File: config.mk
export PLATFORM = sky130hd
export DESIGN_NAME = i2s_capture
export DESIGN_NICKNAME = d
export VERILOG_FILES = /design/src/rtl/i2s_capture_pkg.sv /design/src/rtl/i2s_rx_line.sv /design/src/rtl/i2s_capture.sv
export SDC_FILE = /design/constraint.sdc
export NUM_CORES = 1
export LEC_CHECK = 0
export BUFFER_PORTS_ARGS = -buffer_cell sky130_fd_sc_hd__buf_2
export CAP_MARGIN = 20
export CORE_MARGIN = 4
export CORE_UTILIZATION = 35
export CTS_BUF_LIST = sky130_fd_sc_hd__clkbuf_16
export CTS_CLUSTER_SIZE = 25
export DETAILED_ROUTE_END_ITERATION = 8
export PLACE_DENSITY_LB_ADDON = 0.25
export SETUP_SLACK_MARGIN = 0.2
export SLEW_MARGIN = 0
export SYNTH_ARGS = -nofsm -noshare
export SYNTH_HDL_FRONTEND = slang
export SYNTH_SLANG_ARGS = --single-unit
File: constraint.sdc
create_clock -name ck_i -period 1.75 [get_ports ck_i]
set_input_delay 0.35 -clock ck_i [delete_from_list [all_inputs] [get_ports ck_i]]
set_output_delay 0.35 -clock ck_i [all_outputs]
set_load 0.005 [all_outputs]
File: src/rtl/i2s_capture_pkg.sv
// Shared constants, slot positions and write-sequencer state encoding for the I2S capture path.
package i2s_capture_pkg;

  localparam int unsigned CHANNELS    = 8;
  localparam int unsigned CHAN_W      = 3;
  localparam int unsigned FRAME_W     = 6;
  localparam int unsigned BITS        = 16;
  localparam int unsigned POSN_W      = 6;
  localparam int unsigned LEFT_FIRST  = 1;
  localparam int unsigned RIGHT_FIRST = 33;

  typedef enum logic {
    StIdle  = 1'b0,
    StWrite = 1'b1
  } state_e;

  // True when a bit position falls inside the BITS-wide capture window starting at first.
  function automatic logic in_slot(input logic [POSN_W-1:0] posn, input int unsigned first);
    return (32'(posn) >= first) && (32'(posn) < first + BITS);
  endfunction

endpackage

File: src/rtl/i2s_rx_line.sv
// One I2S data line: sck-edge-gated left/right shift registers and the per-frame holding latch.
module i2s_rx_line
  import i2s_capture_pkg::*;
(
  input  logic              ck_i,
  input  logic              rst_ni,
  input  logic              rise_i,
  input  logic [POSN_W-1:0] frame_posn_i,
  input  logic              sd_i,
  input  logic              latch_i,
  output logic [BITS-1:0]   left_o,
  output logic [BITS-1:0]   right_o
);

  logic [BITS-1:0] left_sr_d, left_sr_q, right_sr_d, right_sr_q;
  logic [BITS-1:0] left_hl_d, left_hl_q, right_hl_d, right_hl_q;

  always_comb begin
    left_sr_d  = left_sr_q;
    right_sr_d = right_sr_q;
    left_hl_d  = left_hl_q;
    right_hl_d = right_hl_q;
    if (rise_i && in_slot(frame_posn_i, LEFT_FIRST)) begin
      left_sr_d = {left_sr_q[BITS-2:0], sd_i};
    end
    if (rise_i && in_slot(frame_posn_i, RIGHT_FIRST)) begin
      right_sr_d = {right_sr_q[BITS-2:0], sd_i};
    end
    if (latch_i) begin
      left_hl_d  = left_sr_q;
      right_hl_d = right_sr_q;
    end
  end

  always_ff @(posedge ck_i or negedge rst_ni) begin
    if (!rst_ni) begin
      left_sr_q  <= '0;
      right_sr_q <= '0;
      left_hl_q  <= '0;
      right_hl_q <= '0;
    end else begin
      left_sr_q  <= left_sr_d;
      right_sr_q <= right_sr_d;
      left_hl_q  <= left_hl_d;
      right_hl_q <= right_hl_d;
    end
  end

  assign left_o  = left_hl_q;
  assign right_o = right_hl_q;

endmodule

File: src/rtl/i2s_capture.sv
// Multi-line I2S receiver: rebuilds 8 x 16-bit channels per frame and writes them to the audio RAM.
// Optional test-pattern data source enabled by defining I2S_CAPTURE_TEST_PATTERN_EN.
module i2s_capture
  import i2s_capture_pkg::*;
#(
  parameter int unsigned Lines = 4
) (
  input  logic                      ck_i,
  input  logic                      rst_ni,
  input  logic                      sck_i,
  input  logic [POSN_W-1:0]         frame_posn_i,
  input  logic [Lines-1:0]          sd_i,
  input  logic                      hold_i,
  input  logic                      test_mode_i,
  output logic                      we_o,
  output logic [CHAN_W+FRAME_W-1:0] waddr_o,
  output logic [BITS-1:0]           wdata_o,
  output logic [FRAME_W-1:0]        frame_o,
  output logic                      frame_done_o,
  output logic                      skipped_o
);

  state_e                    state_d, state_q;
  logic [CHAN_W-1:0]         chan_d, chan_q;
  logic [FRAME_W-1:0]        frame_d, frame_q;
  logic                      last_d, last_q;
  logic                      we_d, we_q;
  logic [CHAN_W+FRAME_W-1:0] waddr_d, waddr_q;
  logic [BITS-1:0]           wdata_d, wdata_q;
  logic                      done_d, done_q;
  logic                      skipped_d, skipped_q;
  logic                      sck_q;
  logic                      rise, boundary, latch;
  logic [BITS-1:0]           chan_data [CHANNELS];

  assign rise     = sck_i & ~sck_q;
  assign boundary = rise && (frame_posn_i == '0);
  // A boundary arriving mid-sequence must not disturb the data still being written.
  assign latch    = boundary && (state_q == StIdle);

  for (genvar k = 0; k < int'(CHANNELS / 2); k++) begin : g_line
    if (k < int'(Lines)) begin : g_rx
      i2s_rx_line u_rx (
        .ck_i         (ck_i),
        .rst_ni       (rst_ni),
        .rise_i       (rise),
        .frame_posn_i (frame_posn_i),
        .sd_i         (sd_i[k]),
        .latch_i      (latch),
        .left_o       (chan_data[2*k]),
        .right_o      (chan_data[2*k+1])
      );
    end else begin : g_tie
      assign chan_data[2*k]   = '0;
      assign chan_data[2*k+1] = '0;
    end
  end

`ifdef I2S_CAPTURE_TEST_PATTERN_EN
  logic [BITS-1:0] src_data;
  assign src_data = test_mode_i ? {chan_q, 7'b0, 6'(frame_q)} : chan_data[chan_q];
`else
  logic [BITS-1:0] src_data;
  logic            unused_test_mode;
  assign src_data         = chan_data[chan_q];
  assign unused_test_mode = test_mode_i;
`endif

  always_comb begin
    state_d   = state_q;
    chan_d    = chan_q;
    frame_d   = frame_q;
    last_d    = 1'b0;
    we_d      = 1'b0;
    waddr_d   = waddr_q;
    wdata_d   = wdata_q;
    done_d    = 1'b0;
    skipped_d = boundary && (hold_i || (state_q == StWrite));
    // Completion is signalled one cycle after the chan 7 write leaves the sequencer.
    if (last_q && !hold_i) begin
      done_d  = 1'b1;
      frame_d = frame_q + 1'b1;
    end
    unique case (state_q)
      StIdle: begin
        if (boundary && !hold_i) begin
          state_d = StWrite;
          chan_d  = '0;
        end
      end
      StWrite: begin
        if (hold_i) begin
          state_d = StIdle;
        end else begin
          we_d    = 1'b1;
          waddr_d = {chan_q, frame_q};
          wdata_d = src_data;
          chan_d  = chan_q + 1'b1;
          if (chan_q == CHAN_W'(CHANNELS - 1)) begin
            state_d = StIdle;
            last_d  = 1'b1;
          end
        end
      end
      default: state_d = StIdle;
    endcase
  end

  always_ff @(posedge ck_i or negedge rst_ni) begin
    if (!rst_ni) begin
      sck_q     <= 1'b0;
      state_q   <= StIdle;
      chan_q    <= '0;
      frame_q   <= '0;
      last_q    <= 1'b0;
      we_q      <= 1'b0;
      waddr_q   <= '0;
      wdata_q   <= '0;
      done_q    <= 1'b0;
      skipped_q <= 1'b0;
    end else begin
      sck_q     <= sck_i;
      state_q   <= state_d;
      chan_q    <= chan_d;
      frame_q   <= frame_d;
      last_q    <= last_d;
      we_q      <= we_d;
      waddr_q   <= waddr_d;
      wdata_q   <= wdata_d;
      done_q    <= done_d;
      skipped_q <= skipped_d;
    end
  end

  assign we_o         = we_q;
  assign waddr_o      = waddr_q;
  assign wdata_o      = wdata_q;
  assign frame_o      = frame_q;
  assign frame_done_o = done_q;
  assign skipped_o    = skipped_q;

endmodule

==> flow_metrics.tcl <==
set metrics [dict create \
    netlist.area_leader.share_pct 60.4 \
    pwr-share-seq_pct 50.1 \
    synthMostInstantiatedCell "dfrtp_1" \
    grt_use_met2_pct 20.1 \
    crit_family "buffers and inverters" \
    synth_edf_count 0 \
    synthTopCellsByCount "296 x dfrtp_1, 198 x mux2_2, 64 x mux2i_1" \
    async_flop_share_pct 100 \
    synth_area_per_cell_um2 15.1 \
    routed_via_density 4.79 \
    path_clk_slew_ps 60 \
    wl_um 25600 \
    row_count 68 \
    startpoint "sck_q" \
    regArea_um2 7410 \
    synth-seq-cells 296 \
    peakVddDrop_mv 0.713 \
    cts.sinks 296 \
    fp.coreArea_um2 34500 \
    rsz0062_at_grt "yes" \
    hold_class "input pin to flop" \
    slowest_delay_ps 400 \
    max-slew-margin-rel_pct 72.2 \
    comb_power_share_pct 9.6 \
    final_nets 933 \
    hold_viol_final 0 \
    top_usage_layer "met2" \
    final_layout_size_suffix_gt1_share_pct 47.0 \
    cp_common_cell "buf_4" \
    hp-start "hold_i" \
    grt_usage_pct 12.7 \
    use_met3_pct 1.86 \
    fillCellCount 3159 \
    p_sw_share_pct 23.2 \
    dp.cells 1309 \
    drc 0 \
    antenna_found_initial 0 \
    grt_pass1_vias 6972 \
    cts_made_buffers 31 \
    synth_ff_type "dfrtp_1" \
    cts_tree "built" \
    tightest_slew_ps 417 \
    synthCells 811 \
    htreeDepth 1 \
    worstPathArrival_ps 2110 \
    maxSlewViolCount 0 \
    multi_input_area_um2 4730 \
    period_minus_slack_ps 1690 \
    dr_total_vias 6672 \
    syn_area_um2 12300 \
    maxCapViolations 0 \
    crit_fanout 10 \
    critPathRequiredTime_ps 2170 \
    ctsLongestPathBuffers 3 \
    cp-start-kind "flop" \
    routedWlPerCell_um 18.4 \
    dieArea_um2 38100 \
    worstPathCellList "nor4b_2 > buf_4 > nand3_4 > buf_4 > buf_4 > mux2_2" \
    setup_viol 0 \
    dr.pass1.iters 4 \
    p_int_mw 11.8 \
    die_y_um 195 \
    place_congestion 0.727 \
    yosysTopAreaCell "dfrtp_1" \
    crit_path_end_kind "flop" \
    ys_seq_area_share_pct 60.4 \
    max_freq_ghz 0.593 \
    ys_top_cells_by_area "dfrtp_1 60%, mux2_2 18%, mux2_4 7.3%" \
    worst-path-buf-inv 3 \
    ys_warn_count 0 \
    grt_pass1_wl_um 39800 \
    syn-num-nets 829 \
    worst_slack_ps 64.3 \
    area_delta_synth_final_pct 22.6 \
    grt_max_degree 79 \
    dpl_worst_slack_ps -301 \
    fin_setup_tns_ps 0 \
    power_frac_clock_pct 40.3 \
    clock_latency_ps 540 \
    skew_ps 7.79 \
    synth.distinct_cells 28 \
    postLayoutCoreUtil_pct 43.5 \
    initial_core_util_pct 35.5 \
    io_pins 49 \
    drtIter0Drc 311 \
    min_period_over_period_pct 96.3 \
    switchingPower_mw 3.58 \
    power-per-cell-area_nw_per_um2 1020 \
    power_leakage_nw 7.44 \
    timing.rr.start "sck_q" \
    status "finished clean" \
    instances_no_fill 1393 \
    critical_path_class "flop to flop" \
    antenna_cells 0 \
    slowest_stage "dfrtp_1" \
    overflow 0 \
    met1_usage_pct 18.7 \
    ant_nets 0 \
    die_w_um 195 \
    io_buffers 47 \
    hpwl_um 15700 \
    root_buffer "clkbuf_16" \
]
cell type report:
class | count | area share (%)
multi-input cells | 464 | 31.5
repair buffers | 120 | 9.07
well taps | 455 | 3.79
clock buffers | 31 | 5.16
clock inverters | 25 | 1.19
inverters | 2 | 0.0499
flip-flops and latches | 296 | 49.3
cells in the final DEF, fill, tap and decap left out, drive strengths merged:
cell type and instances:
buf 112, nand4 2, ha 3, a21o 1, xor2 2, clkinv 15
nor3b 1, nand2 63, nand2b 2, inv 9, nor2b 3, dlygate4sd3 1
a22o 2, dfrtp 296, and4b 1, mux2 258, nor4b 1, nor2 4
clkbuf 38, and2 2, xnor2 4, a22oi 32, mux2i 64, nor4 1
bufinv 3, a21oi 1, nand3 17
worst reg2reg max path, cell delays in order (launching register included):
cell	delay (ps)
dfrtp_1	400
nor4b_2	220
buf_4	160
nand3_4	150
buf_4	190
buf_4	180
mux2_2	280
flip-flops by register name, summed over array words and instances, names as in the netlist, 3 cells and up:
register and count:
g_line.g_rx.u_rx.left_o 64, g_line.g_rx.u_rx.left_sr_q 64, g_line.g_rx.u_rx.right_o 64, g_line.g_rx.u_rx.right_sr_q 64, wdata_o 16, waddr_o 9, frame_o 6, chan_q 3
power groups by stage:
stage | clock, mW | combinational, mW | sequential (mW)
6_report | 6.20 | 1.48 | 7.71
5_1_grt | 6.65 | 1.62 | 7.79
4_1_cts | 6.40 | 1.36 | 7.73
3_5_place_dp | 0 | 1.33 | 7.85
3_3_place_gp | 0 | 1.30 | 7.84
2_1_floorplan | 0 | 0.879 | 7.70
metal layers:
| layer | routed length (µm) | share of wire, % | vias up |
|---|---|---|---|
| met2 | 11700 | 46 | 106 |
| met1 | 12200 | 48 | 3420 |
| li1 | - | - | 3110 |
| met4 | 530 | 2.1 | 0 |
| met5 | 0 | 0 | - |
| met3 | 1170 | 4.6 | 36 |
metrics by stage:
stage	instance area (µm²)	hold WS, ps	total power [mW]
floorplan	12300	54.4	8.57
global placement	13400	206	9.15
detailed placement	13400	209	9.18
CTS	14500	11.7	15.5
global route	15000	31.1	16.1
finish	15000	37.8	15.4
cell families after synthesis:
logic type	Yosys count	synth area share [%]
multiplexers	322	30.7
flip-flops	296	60.4
AND/OR/NAND/NOR	97	3.59
buffers and inverters	51	2.34
AO/OA/AOI/OAI	36	2.20
XOR/XNOR	6	0.428
adder cells (fa/ha/maj)	3	0.306
worst paths after layout:
kind	endpoint	slack [ps]	cells past startpoint
min	state_q	40	2
min in group asynchronous	frame_o[3]	250	2
min reg2reg	wdata_o[10]	470	2
max reg2reg	g_line[3].g_rx.u_rx.right_o[12]	60	6
max	g_line[3].g_rx.u_rx.right_o[12]	60	6
max in group asynchronous	g_line[2].g_rx.u_rx.right_sr_q[3]	830	3
what timing repair did:
item,CTS,global route
buffers inserted,6,10
hold buffers,1,0
pin swaps,1,17
resized for setup,9,45
cloned,2,9
endpoints found under the hold margin,191,0
setup endpoints to repair,134,192
No activity file was read; power rests on OpenSTA's default activity.
